### src/rtl/load_store_unit.sv
// rtl/load_store_unit.sv - single-outstanding load/store unit feeding the core data memory
// Optional build macro: LSU_MISALIGN_CHECK_EN (fault misaligned halfword/word accesses)
module load_store_unit #(
    parameter int MEM_SIZE = 1024
) (
    input  logic        clk,
    input  logic        rst_n,
    input  logic        req_valid,
    output logic        req_ready,
    input  logic        req_store,
    input  logic [2:0]  req_funct3,
    input  logic [31:0] req_addr,
    input  logic [31:0] req_wdata,
    output logic        rsp_valid,
    input  logic        rsp_ready,
    output logic [31:0] rsp_rdata,
    output logic        rsp_err,
    output logic [31:0] mem_rd_addr,
    input  logic [31:0] mem_rd_data,
    output logic [1:0]  mem_wr,
    output logic [31:0] mem_wr_addr,
    output logic [31:0] mem_wr_data
);

    typedef enum logic [1:0] {IDLE, LOAD_WAIT, RESP} state_t;

    state_t      state;
    logic [2:0]  funct3_q;
    logic        accept;
    logic        illegal;
    logic        out_of_range;
    logic        misaligned;
    logic        fault;
    logic [2:0]  nbytes;
    logic [1:0]  size_code;
    logic [32:0] end_addr;
    logic [31:0] load_ext;

    assign req_ready   = (state == IDLE);
    assign accept      = req_valid & req_ready;
    assign mem_rd_addr = req_addr;
    assign mem_wr_addr = req_addr;
    assign mem_wr_data = req_wdata;

    always_comb begin
        nbytes    = 3'd4;
        size_code = 2'd3;
        case (req_funct3[1:0])
            2'b00: begin nbytes = 3'd1; size_code = 2'd1; end
            2'b01: begin nbytes = 3'd2; size_code = 2'd2; end
            default: begin nbytes = 3'd4; size_code = 2'd3; end
        endcase
    end

    // 33-bit sum so an address near 2^32 cannot wrap back into range
    assign end_addr     = {1'b0, req_addr} + {30'b0, nbytes};
    assign out_of_range = end_addr > 33'(MEM_SIZE);

    assign illegal = req_store ? (req_funct3[2] | (req_funct3[1:0] == 2'b11))
                               : ((req_funct3[1:0] == 2'b11) | (req_funct3 == 3'b110));

`ifdef LSU_MISALIGN_CHECK_EN
    assign misaligned = ((req_funct3[1:0] == 2'b01) & req_addr[0]) |
                        ((req_funct3[1:0] == 2'b10) & (req_addr[1:0] != 2'b00));
`else
    assign misaligned = 1'b0;
`endif

    assign fault = illegal | out_of_range | misaligned;

    // Reset gating keeps a write from escaping while the unit is held in reset
    assign mem_wr = (rst_n & accept & req_store & ~fault) ? size_code : 2'd0;

    // Memory already presents the addressed byte in [7:0], so only extension remains
    always_comb begin
        load_ext = mem_rd_data;
        case (funct3_q)
            3'b000: load_ext = {{24{mem_rd_data[7]}},  mem_rd_data[7:0]};
            3'b001: load_ext = {{16{mem_rd_data[15]}}, mem_rd_data[15:0]};
            3'b100: load_ext = {24'b0, mem_rd_data[7:0]};
            3'b101: load_ext = {16'b0, mem_rd_data[15:0]};
            default: load_ext = mem_rd_data;
        endcase
    end

    always_ff @(posedge clk or negedge rst_n) begin
        if (!rst_n) begin
            state     <= IDLE;
            funct3_q  <= 3'b000;
            rsp_valid <= 1'b0;
            rsp_rdata <= 32'h0;
            rsp_err   <= 1'b0;
        end else begin
            case (state)
                IDLE: begin
                    if (accept) begin
                        funct3_q <= req_funct3;
                        if (fault || req_store) begin
                            state     <= RESP;
                            rsp_valid <= 1'b1;
                            rsp_rdata <= 32'h0;
                            rsp_err   <= fault;
                        end else begin
                            state <= LOAD_WAIT;
                        end
                    end
                end
                LOAD_WAIT: begin
                    state     <= RESP;
                    rsp_valid <= 1'b1;
                    rsp_rdata <= load_ext;
                    rsp_err   <= 1'b0;
                end
                RESP: begin
                    if (rsp_ready) begin
                        state     <= IDLE;
                        rsp_valid <= 1'b0;
                        rsp_rdata <= 32'h0;
                        rsp_err   <= 1'b0;
                    end
                end
                default: begin
                    state     <= IDLE;
                    rsp_valid <= 1'b0;
                end
            endcase
        end
    end

endmodule

### config.mk
export PLATFORM = sky130hd
export DESIGN_NAME = load_store_unit
export DESIGN_NICKNAME = d
export VERILOG_FILES = /design/src/rtl/load_store_unit.sv
export SDC_FILE = /design/constraint.sdc
export NUM_CORES = 1
export LEC_CHECK = 0
export ABC_CLOCK_PERIOD_IN_PS = 10000
export CAP_MARGIN = 20
export CORE_ASPECT_RATIO = 2
export CORE_MARGIN = 3
export CORE_UTILIZATION = 40
export CTS_BUF_LIST = sky130_fd_sc_hd__clkbuf_2 sky130_fd_sc_hd__clkbuf_4 sky130_fd_sc_hd__clkbuf_8
export CTS_CLUSTER_SIZE = 16
export DETAILED_ROUTE_END_ITERATION = 6
export GPL_ROUTABILITY_DRIVEN = 0
export PLACE_DENSITY = 0.95
export SLEW_MARGIN = 20
export SYNTH_ARGS = -nofsm -noshare
export SYNTH_HDL_FRONTEND = slang
export SYNTH_SLANG_ARGS = --single-unit
export TNS_END_PERCENT = 10
### constraint.sdc
create_clock -name clk -period 10 [get_ports clk]
set_input_delay 2.5 -clock clk [delete_from_list [all_inputs] [get_ports clk]]
set_output_delay 2.5 -clock clk [all_outputs]
set_load 0.005 [all_outputs]
# Yosys cells after proc, flatten, opt, wreduce, memory -nomap -nowiden
# Index checks and enable logic that the tools add are counted.
dict set report classes {
  addsub 1
  n_lt_le_gt_ge 1
  n_eq_ne 11
  mux 20
  bitwise_logic 8
  n_reduce_logical 9
}
# cell count
set ops {}
lappend ops {{$pmux W32 S4} 1}
lappend ops {{$mux W32} 3}
lappend ops {{$pmux W32 S3} 1}
lappend ops {{$add A32 B3 Y33} 1}
lappend ops {{$gt A33 B11 Y1 const B} 1}
lappend ops {{$eq A3 B3 Y1 const B} 3}
lappend ops {{$mux W2} 4}
lappend ops {{$mux W1} 6}
lappend ops {{$pmux W1 S3} 2}
lappend ops {{$pmux W2 S3} 1}
lappend ops {{$pmux W3 S2} 1}
lappend ops {{$and A1 B1 Y1} 4}
lappend ops {{$eq A2 B1 Y1 const B} 2}
lappend ops {{$eq A2 B2 Y1 const B} 2}
lappend ops {{$logic_not A2 Y1} 2}
lappend ops {{$ne A2 B1 Y1 const B} 2}
lappend ops {{$pmux W2 S2} 1}
lappend ops {{$reduce_and A2 Y1} 2}
lappend ops {{$reduce_and A4 Y1} 1}
lappend ops {{$eq A3 B1 Y1 const B} 1}
lappend ops {{$logic_not A3 Y1} 1}
lappend ops {{$or A1 B1 Y1} 3}
lappend ops {{$reduce_and A3 Y1} 1}
lappend ops {{$reduce_bool A3 Y1} 1}
lappend ops {{3 further kinds} 3}
dict set report totals {
  regBits 39
  word_cells 55
}

# Longest topological paths before layout
# Gate-level depths: netlist of the first run.
dict set report depth {
  ltp_word 9
  depth_mapped 12
  ltp_nobuf 11
}

# Least setup slack after synthesis of the first run
# Ideal clock, no wire load.
dict set report synth_path {
  path_type {input -> output}
  start {in req_funct3[1]}
  end {out mem_wr[0]}
  arrival_time_ps 4978
  required_ps 7500
  path_slack_ps 2522
  path_stages 11
  cell_sequence {nor2_1 -> ha_1 -> fa_1 -> a21oi_1 -> nor4_2 -> a311o_1 -> a21oi_1 -> a31oi_1 -> nor4_2 -> nand2_1 -> nor4_1}
}
dict set report synth_via {
  elab_chain_cells 8
}
# item line
set synth_lines {}
lappend synth_lines {{start: declaration} 11} ;# input logic [2:0] req_funct3,
lappend synth_lines {{$eq A2 B1 Y1 / $logic_not A2 Y1 (equally long branches)} 48} ;# case (req_funct3[1:0])
lappend synth_lines {{$pmux W3 S2} 48}
lappend synth_lines {{$add A32 B3 Y33} 56} ;# assign end_addr = {1'b0, req_addr} + {30'b0, nbytes};
lappend synth_lines {{$gt A33 B11 Y1} 57} ;# assign out_of_range = end_addr > 33'(MEM_SIZE);
lappend synth_lines {{$or A1 B1 Y1} 69} ;# assign fault = illegal | out_of_range | misaligned;
lappend synth_lines {{$not A1 Y1} 72} ;# assign mem_wr = (rst_n & accept & req_store & ~fault) ? size_code : 2'd0;
lappend synth_lines {{$and A1 B1 Y1} 72}
lappend synth_lines {{$mux W2 (*)} 72}
lappend synth_lines {{end: declaration} 20} ;# output logic [1:0] mem_wr,
# Every way passes the cells marked *; elsewhere a longest branch is shown, timed or not.

# Worst setup path in the final report of the first run
dict set report layout_path {
  start {in req_funct3[1]}
  end {out mem_wr[1]}
}
# The elaborated chain is that of the path after synthesis.

==> flow_metrics.tcl, run 1 <==
set metrics [dict create \
    status "finished, final reports clean" \
    critPathRequiredTime_ns 7.50 \
    diodes 0 \
    cell_breakdown_of_the_critical_path "clkdlybuf4s50_1, nor2_1, ha_1, fa_1, a21oi_1, nand2_1, mux2_2, o31ai_1, a31oi_1, nor4_2, nand2_1, nor4_1, clkdlybuf4s50_1" \
    grt_first_pass_wirelength_mm 16.7 \
    die_height_um 138 \
    per_cell_via_count_in_the_routed_design 5.46 \
    detailed_place.area_um2 4570 \
    power.static_leakage_uw 0.00197 \
    gr_overflow_total 0 \
    cts_repair_resize_count 0 \
    ys_top_cells_by_area "sky130_fd_sc_hd__dfrtp_1 (28%), sky130_fd_sc_hd__buf_4 (21%), sky130_fd_sc_hd__mux2_4 (9.0%)" \
    starting_density_pct 41.7 \
    vdd_drop_max_mv 0.0831 \
    post_synth_instance_area_um2 3510 \
    drcViolationCount 0 \
    finish.net_count 568 \
    std_cell_rows 47 \
    synth_seq_cells 39 \
    fillers 730 \
    reg2reg_slack_ns 7.32 \
    hold_buf_count_cts 0 \
    r2r_start "state[0]$_DFFE_PN0P_" \
    tritoncts.num_buffers 5 \
    number_of_antenna_violations_at_the_first_check_in_global_routing 0 \
    timing.reg2reg.worst_path_depth 8 \
    clock-skew-final_ns 0.00842 \
    clk_pin_slew_worst_paths_ns 0.08 \
    crit_arrival_ns 6.70 \
    ys_async_sr_fraction_pct 100 \
    synth_largest_type_area_fraction_pct 27.8 \
    worstSetupPathType "input port to output pin" \
    ctsRootBufferMaster "sky130_fd_sc_hd__clkbuf_8" \
    grt_max_degree 41 \
    synth_nets 495 \
    syn2layout_area_growth_pct 33.5 \
    clock_buffer_depth 2 \
    synthDominantAreaCellType "sky130_fd_sc_hd__dfrtp_1" \
    floorplan.die.width_um 72.2 \
    layout_min_cycle_time_ns 9.20 \
    tritoncts "done" \
    detail_route.first_pass.iterations 4 \
    yosys_warnings 0 \
    synth_enable_flop_cells 0 \
    layout.cells.most_common_list "sky130_fd_sc_hd__clkdlybuf4s50_1 (171), sky130_fd_sc_hd__dfrtp_1 (39), sky130_fd_sc_hd__inv_1 (32)" \
    setup.worst_path.end "mem_wr[1]" \
    clk_latency_ns 0.30 \
    floorplan.core_area_um2 8410 \
    worstSetupStartpointType "input port" \
    netlist-cell-type-count 58 \
    power.density_cell_area_nw_per_um2 114 \
    setup-violations-final 0 \
    tns_setup_ns 0 \
    grt_setup_unrepaired "false" \
    maxSlewViolCount 0 \
    slowest_stage "sky130_fd_sc_hd__clkdlybuf4s50_1" \
    boundaryPins 237 \
    dr_total_vias 3031 \
    dpl.hpwl_mm 8.97 \
    reg2reg_to "rsp_rdata[23]$_DFFE_PN0P_" \
    worstPathMaxFanout 5 \
    final_antenna_net_count 0 \
    finalHoldViolations 0 \
    grt_pass1_vias 3150 \
    drt-initial-drc-count 113 \
    layout-drive-gt1-share_pct 12.3 \
    clock-sinks 39 \
    hp-class "register to register" \
    sum_of_routed_wire_length_over_all_layers_mm 11.1 \
    fin_hold_ws_ns 0.509 \
    timing.final.crit_share_pct 92.0 \
    layout_commonest_cell "sky130_fd_sc_hd__clkdlybuf4s50_1" \
    post-cts-setup-buffer-count 0 \
    maxClockFrequency_ghz 0.109 \
    place.port_buffers 172 \
    max_stage_delay_ns 0.61 \
    post_synthesis_mean_instance_area_um2 9.16 \
    final_design_area_no_fill_um2 4680 \
    synth.yosys.seq_area_share_pct 27.8 \
    critical_path.startpoint "req_funct3[1]" \
    synthFlopType "sky130_fd_sc_hd__dfrtp_1" \
    end_kind "output pin" \
    track_usage_pct 21.5 \
    die_area_um2 10000 \
    post_drt_wl_per_cell_um 20.0 \
    clock_tree.htree_level_count 2 \
    syn_inst 383 \
    slew_headroom_pct 44.1 \
    maxCapViolCount 0 \
    worst-slew-pin-transition_ns 0.838 \
]
## Yosys cell counts (all sizes together) (2+ instances only)
master,number
a2111o,2
a211oi,5
a21boi,9
a21oi,22
a31oi,4
and2,3
and3,4
buf,99
clkbuf,9
dfrtp,39
ha,7
inv,32
mux2,30
mux2i,9
nand2,24
nand2b,3
nand3,11
nand4,7
nor2,11
nor3,5
nor4,5
o21ai,12
o22a,2
o31a,2
or2,2
xor2,5
## cell type report
type	count	area [µm²]	share of cell area (%)
clock buffers	7	96.3	2.06
clock inverters	1	7.51	0.160
inverters	32	120	2.57
multi-input cells	204	1630	34.8
flip-flops and latches	39	976	20.9
well taps	98	123	2.62
repair buffers	174	1730	37.0
## power by group
| part | leakage, µW | internal, µW | switching, µW | total (µW) |
|---|---|---|---|---|
| registers | 0.000532 | 170 | 27.9 | 198 |
| logic | 0.00139 | 112 | 101 | 213 |
| clock network | 0.0000505 | 62.8 | 58.9 | 122 |
| total | 0.00197 | 345 | 187 | 532 |
## stage by stage
step / std cells / util [%] / power (µW) / setup WS [ns]
after floorplan: 383 / - / 341 / 2.52
after global placement: 547 / 54.4 / 406 / 1.05
after detailed placement: 547 / 54.4 / 413 / 0.857
after CTS: 555 / 55.6 / 538 / 0.829
after global routing: 555 / 55.7 / 565 / 0.576
final: 555 / 55.7 / 532 / 0.797
## cell families (layout without fill, tap and decap cells)
| group | Yosys count | in the layout | synth area share [%] |
|---|---|---|---|
| and+or+nand+nor | 82 | 82 | 13.3 |
| xor gates and xnor gates | 6 | 6 | 1.50 |
| AOI/OAI and AO/OA | 69 | 69 | 13.9 |
| muxes | 39 | 39 | 14.4 |
| buffers and inverters | 140 | 214 | 25.9 |
| adders and majority gates | 8 | 8 | 3.07 |
| DFF | 39 | 39 | 27.8 |
## routing by layer
| layer | part of all wire (%) | up-vias | GRT usage [%] |
|---|---|---|---|
| li1 | - | 1368 | - |
| met1 | 29 | 1405 | 18.6 |
| met2 | 58 | 216 | 42.6 |
| met3 | 9.6 | 42 | 5.96 |
| met4 | 3.3 | 0 | 9.32 |
| met5 | 0 | - | 0 |
## worst max-delay path, delay by kind of cell
kind / cells / cell delay, ns
AO/OA/AOI/OAI: 3 / 0.80
multiplexers: 1 / 0.27
AND/OR/NAND/NOR: 5 / 1.32
adder cells (fa/ha/maj): 2 / 0.64
buffers and inverters: 2 / 1.16
## flip-flops by register name (all words and copies together) (netlist names)
signal and count:
rsp_err 1, funct3_q 3, state 2, rsp_rdata 32, rsp_valid 1
## how the worst min path moves through the flow
stage	start	endpoint	slack, ns	depth (start not counted)
final	rsp_rdata[24]$_DFFE_PN0P_	rsp_rdata[24]$_DFFE_PN0P_	0.51	1
after global routing	rsp_rdata[23]$_DFFE_PN0P_	rsp_rdata[23]$_DFFE_PN0P_	0.53	1
after detailed placement	rsp_rdata[24]$_DFFE_PN0P_	rsp_rdata[24]$_DFFE_PN0P_	0.50	1
after CTS	rsp_rdata[24]$_DFFE_PN0P_	rsp_rdata[24]$_DFFE_PN0P_	0.51	1
after global placement	rsp_rdata[24]$_DFFE_PN0P_	rsp_rdata[24]$_DFFE_PN0P_	0.49	1
after floorplan	funct3_q[2]$_DFFE_PN0P_	funct3_q[2]$_DFFE_PN0P_	0.49	1
No activity file was read; power rests on OpenSTA's default activity.
==> inputs of run 2 (changes only) <==
--- a/config.mk
+++ b/config.mk
@@ -14,6 +14,7 @@
 export CTS_CLUSTER_SIZE = 16
 export DETAILED_ROUTE_END_ITERATION = 6
 export GPL_ROUTABILITY_DRIVEN = 0
+export MAX_ROUTING_LAYER = met4
 export PLACE_DENSITY = 0.95
 export SLEW_MARGIN = 20
 export SYNTH_ARGS = -nofsm -noshare
==> run 2 against run 1 <==
Combinational power is essentially flat; clock power is essentially flat; critical endpoint unchanged; non-clock buffer count is the same; worst hold slack is essentially flat; first-iteration DRC count shrank 13%; largest power group unchanged; global-route usage grew 0.60 points; final cell count is the same.
==> flow_metrics.tcl, run 2 (synthesis gave the netlist of run 1 again) <==
set metrics [dict create \
    status "finished, final reports clean" \
    largest_register_ff_count 32 \
    maxSlewViolCount 0 \
    layout-drive-gt1-share_pct 12.3 \
    clock-skew-final_ns 0.00753 \
    crit_arrival_ns 6.70 \
    detail_route.first_pass.iterations 4 \
    worstSetupStartpointType "input port" \
    boundaryPins 237 \
    floorplan.core_area_um2 8410 \
    drt-initial-drc-count 98 \
    setup-violations-final 0 \
    tritoncts "done" \
    p_total_uw 531 \
    finalHoldViolations 0 \
    std_cell_rows 47 \
    max_stage_delay_ns 0.61 \
    worst_slack_ns 0.803 \
    layout.cells.most_common_list "sky130_fd_sc_hd__clkdlybuf4s50_1 (171), sky130_fd_sc_hd__dfrtp_1 (39), sky130_fd_sc_hd__inv_1 (32)" \
    number_of_antenna_violations_at_the_first_check_in_global_routing 0 \
    busiest_layer "met2" \
    track_usage_pct 22.1 \
    diodes 0 \
    finish.net_count 568 \
    dpl.hpwl_mm 8.97 \
    layout_commonest_cell "sky130_fd_sc_hd__clkdlybuf4s50_1" \
    drcViolationCount 0 \
    dr_total_vias 3049 \
    final_cell_count_no_fill 555 \
    clock-sinks 39 \
    worst-slew-pin-transition_ns 0.841 \
    grt_util_met3_pct 4.94 \
    maxClockFrequency_ghz 0.109 \
    grt_pass1_vias 3146 \
    hold_buf_count_cts 0 \
    top_register "rsp_rdata" \
    final_antenna_net_count 0 \
    per_cell_via_count_in_the_routed_design 5.49 \
    post-cts-setup-buffer-count 0 \
    die_area_um2 10000 \
    die_height_um 138 \
    power.static_leakage_uw 0.00197 \
    clock_tree.htree_level_count 2 \
    slowest_stage "sky130_fd_sc_hd__clkdlybuf4s50_1" \
    worstSetupPathType "input port to output pin" \
    timing.final.crit_share_pct 92.0 \
    sum_of_routed_wire_length_over_all_layers_mm 11.1 \
    worstPathMaxFanout 5 \
    cell_breakdown_of_the_critical_path "clkdlybuf4s50_1, nor2_1, ha_1, fa_1, a21oi_1, nand2_1, mux2_2, o31ai_1, a31oi_1, nor4_2, nand2_1, nor4_1, clkdlybuf4s50_1" \
    grt_first_pass_wirelength_mm 16.7 \
    clk_latency_ns 0.29 \
    groute.layer.met1.usage_pct 19.0 \
    critPathRequiredTime_ns 7.50 \
    cts_repair_resize_count 0 \
    ctsRootBufferMaster "sky130_fd_sc_hd__clkbuf_8" \
    hp-class "register to register" \
    tritoncts.num_buffers 5 \
    leading_registers_by_flop_count "rsp_rdata: 32 flops, funct3_q: 3 flops, state: 2 flops" \
    power.density_cell_area_nw_per_um2 114 \
    groute.layer.met2.usage_pct 42.9 \
    floorplan.die.width_um 72.2 \
    grt_setup_unrepaired "false" \
    clock_buffer_depth 2 \
    maxCapViolCount 0 \
    grt_max_degree 41 \
    vdd_drop_max_mv 0.0856 \
    gr_overflow_total 0 \
    syn2layout_area_growth_pct 33.5 \
    layout_min_cycle_time_ns 9.20 \
    end_kind "output pin" \
    starting_density_pct 41.7 \
    slew_headroom_pct 43.9 \
    place.port_buffers 172 \
    post_placement_setup_slack_ns 0.857 \
    clk_pin_slew_worst_paths_ns 0.08 \
    post_drt_wl_per_cell_um 20.0 \
    tns_setup_ns 0 \
    place.detailed.instances 547 \
]
-- run 2: cell counts in the layout (fill, tap and decap cells not counted) --
Identical to the previous run, type by type.
-- run 2: stage by stage --
| stage | area, µm² | hold slack [ns] | utilization (%) |
|---|---|---|---|
| finish | 4680 | 0.509 | 55.7 |
| global route | 4680 | 0.533 | 55.7 |
| CTS | 4680 | 0.513 | 55.6 |
| detailed placement | 4570 | 0.495 | 54.4 |
| global placement | 4570 | 0.491 | 54.4 |
| floorplan | 3510 | 0.495 | - |
-- run 2: final timing paths --
| check | endpoint | startpoint | cells after the start | slack, ns |
|---|---|---|---|---|
| setup / recovery | mem_wr[1] | req_funct3[1] | 13 | 0.80 |
| hold / removal | rsp_rdata[24]$_DFFE_PN0P_ | rsp_rdata[24]$_DFFE_PN0P_ | 1 | 0.51 |
| setup reg to reg | rsp_rdata[23]$_DFFE_PN0P_ | state[0]$_DFFE_PN0P_ | 8 | 7.32 |
| hold reg to reg | rsp_rdata[24]$_DFFE_PN0P_ | rsp_rdata[24]$_DFFE_PN0P_ | 1 | 0.51 |
| max in group asynchronous | rsp_rdata[28]$_DFFE_PN0P_ | rst_n | 2 | 7.38 |
| min in group asynchronous | rsp_rdata[3]$_DFFE_PN0P_ | rst_n | 2 | 2.25 |
-- run 2: worst max-delay path, delay by kind of cell --
| kind | cells | cell delay, ns |
|---|---|---|
| AOI/OAI and AO/OA | 3 | 0.79 |
| adders and majority gates | 2 | 0.64 |
| buffers and inverters | 2 | 1.16 |
| muxes | 1 | 0.27 |
| and+or+nand+nor | 5 | 1.33 |
-- run 2: power breakdown --
part | total, µW | switching [µW] | internal [µW]
clock | 121 | 58.3 | 62.8
sequential | 197 | 27.7 | 170
combinational | 213 | 101 | 112
total | 531 | 187 | 345
-- run 2: area by class of cell --
cell class | instances | area (µm²)
flip-flops and latches | 39 | 976
inverters | 32 | 120
clock buffers | 7 | 96.3
fillers | 730 | 3730
clock inverters | 1 | 7.51
well taps | 98 | 123
repair buffers | 174 | 1730
multi-input cells | 204 | 1630
-- run 2: per-layer routing --
layer / vias up / part of all wire (%) / wire, µm
met4: 0 / 2.7 / 303
met3: 40 / 8.6 / 950
met2: 211 / 58 / 6470
li1: 1371 / - / -
met1: 1427 / 30 / 3360
met5: - / 0 / 0
==> inputs of run 3 (changes only) <==
--- a/config.mk
+++ b/config.mk
@@ -9,8 +9,8 @@
 export CAP_MARGIN = 20
 export CORE_ASPECT_RATIO = 2
 export CORE_MARGIN = 3
-export CORE_UTILIZATION = 40
-export CTS_BUF_LIST = sky130_fd_sc_hd__clkbuf_2 sky130_fd_sc_hd__clkbuf_4 sky130_fd_sc_hd__clkbuf_8
+export CORE_UTILIZATION = 39
+export CTS_BUF_LIST = sky130_fd_sc_hd__clkbuf_16
 export CTS_CLUSTER_SIZE = 16
 export DETAILED_ROUTE_END_ITERATION = 6
 export GPL_ROUTABILITY_DRIVEN = 0
==> run 3 against run 2 <==
Critical path depth stayed put; final cell count is 0.36% higher; worst hold slack better by 0.0031 ns; largest power group unchanged.
==> flow_metrics.tcl, run 3 (synthesis gave the netlist of run 1 again) <==
set metrics [dict create \
    status "finished, final reports clean" \
    ctsRootBufferMaster "sky130_fd_sc_hd__clkbuf_16" \
    fillers 764 \
    power.density_cell_area_nw_per_um2 125 \
    clock_buffer_depth 2 \
    cts_repair_resize_count 0 \
    ff_latch_area_um2 976 \
    reg2reg_slack_ns 7.33 \
    maxCapViolCount 0 \
    hp-start "rsp_rdata[22]$_DFFE_PN0P_" \
    finish.net_count 568 \
    maxSlewViolCount 0 \
    worst-slew-pin-transition_ns 0.862 \
    gr_overflow_total 0 \
    clk_pin_slew_worst_paths_ns 0.06 \
    detail_route.first_pass.iterations 4 \
    std_cell_rows 48 \
    post_drt_wl_per_cell_um 20.0 \
    timing.final.crit_share_pct 91.8 \
    layout_min_cycle_time_ns 9.18 \
    starting_density_pct 40.3 \
    post-cts-setup-buffer-count 0 \
    boundaryPins 237 \
    place.port_buffers 172 \
    clock-skew-final_ns 0.00783 \
    track_usage_pct 21.9 \
    worstSetupPathType "input port to output pin" \
    crit_arrival_ns 6.68 \
    maxClockFrequency_ghz 0.109 \
    hold_buf_count_cts 0 \
    dpl.hpwl_mm 9.12 \
    clock_tree.htree_level_count 2 \
    worstSetupStartpointType "input port" \
    leading_registers_by_flop_count "rsp_rdata: 32 flops, funct3_q: 3 flops, state: 2 flops" \
    setup-violations-final 0 \
    layout-drive-gt1-share_pct 12.3 \
    worstPathMaxFanout 5 \
    syn2layout_area_growth_pct 35.4 \
    tritoncts "done" \
    cp_top_family "simple AND/OR/NAND/NOR gates" \
    cell_breakdown_of_the_critical_path "clkdlybuf4s50_1, nor2_1, ha_1, fa_1, a21oi_1, nand2_1, mux2_2, o31ai_1, a31oi_1, nor4_2, nand2_1, nor4_1, clkdlybuf4s50_1" \
    floorplan.core_area_um2 8710 \
    min_to "rsp_rdata[22]$_DFFE_PN0P_" \
    final_antenna_net_count 0 \
    die_area_um2 10200 \
    hp-class "register to register" \
    slew_headroom_pct 42.5 \
    r2r_start "state[0]$_DFFE_PN0P_" \
    drcViolationCount 0 \
    fin_hold_ws_ns 0.512 \
    number_of_antenna_violations_at_the_first_check_in_global_routing 0 \
    grt_setup_unrepaired "false" \
    top_register "rsp_rdata" \
    grt_first_pass_wirelength_mm 16.7 \
    reg2reg_to "rsp_rdata[23]$_DFFE_PN0P_" \
    finalHoldViolations 0 \
    vdd_drop_max_mv 0.119 \
    largest_register_ff_count 32 \
    layout.cells.most_common_list "sky130_fd_sc_hd__clkdlybuf4s50_1 (171), sky130_fd_sc_hd__dfrtp_1 (39), sky130_fd_sc_hd__inv_1 (32)" \
    multiInputGateArea_um2 1630 \
    tns_setup_ns 0 \
    critPathBufInv 2 \
    drt-initial-drc-count 92 \
    dr_total_vias 3029 \
    diodes 0 \
    grt_max_degree 41 \
    clock-sinks 39 \
    grt_pass1_vias 3117 \
    hold-path-cell-count 1 \
    clk_latency_ns 0.28 \
    tritoncts.num_buffers 5 \
    die_height_um 140 \
    layout_commonest_cell "sky130_fd_sc_hd__clkdlybuf4s50_1" \
    final_core_utilization_pct 54.5 \
    end_kind "output pin" \
    floorplan.die.width_um 73.1 \
    max_stage_delay_ns 0.61 \
    sum_of_routed_wire_length_over_all_layers_mm 11.2 \
    slowest_stage "sky130_fd_sc_hd__clkdlybuf4s50_1" \
    power.static_leakage_uw 0.00201 \
    critPathRequiredTime_ns 7.50 \
    timing.reg2reg.worst_path_depth 8 \
    per_cell_via_count_in_the_routed_design 5.44 \
]
run 3: changes by cell type in the layout (fill, tap and decap cells not counted), sizes merged:
cell,change
clkinvlp,-1
clkinv,+2
bufinv,+1
clkbuf,-2
run 3: final cells by class:
| cell class | count | area share [%] |
|---|---|---|
| Timing Repair Buffer | 174 | 36.5 |
| Multi-Input combinational cell | 204 | 34.3 |
| Inverter | 32 | 2.53 |
| Tap cell | 100 | 2.64 |
| Clock inverter | 3 | 0.922 |
| Clock buffer | 5 | 2.64 |
| Sequential cell | 39 | 20.6 |
run 3: power by group:
group	leakage [µW]	internal [µW]	switching (µW)	total [µW]
Sequential	0.000532	170	28.4	198
Combinational	0.00139	112	101	213
Clock	0.0000838	118	65.7	183
run 3: layer usage:
metal	GRT usage, %	up-vias	routed length, µm
li1	-	1363	-
met1	19.7	1444	3500
met2	41.2	203	6110
met3	7.26	19	1300
met4	6.52	0	237
met5	-	-	0
run 3: worst max-delay path by stage:
stage,from,endpoint,slack (ns),cells after the start
4_1_cts,req_funct3[1],mem_wr[1],0.80,13
5_1_grt,req_funct3[1],mem_wr[1],0.55,13
2_1_floorplan,req_funct3[1],mem_wr[0],2.52,11
3_5_place_dp,req_funct3[1],mem_wr[1],0.81,13
3_3_place_gp,req_funct3[1],mem_wr[1],1.02,13
6_report,req_funct3[1],mem_wr[1],0.82,13
run 3: per-stage QoR:
step                      cells  cell area (µm²)  setup slack (ns)  total power [µW]
after global placement      549             4580              1.02               406
after CTS                   557             4750             0.804               599
after floorplan             383             3510              2.52               341
after detailed placement    549             4580             0.812               415
after global routing        557             4750             0.551               624
final                       557             4750             0.818               594
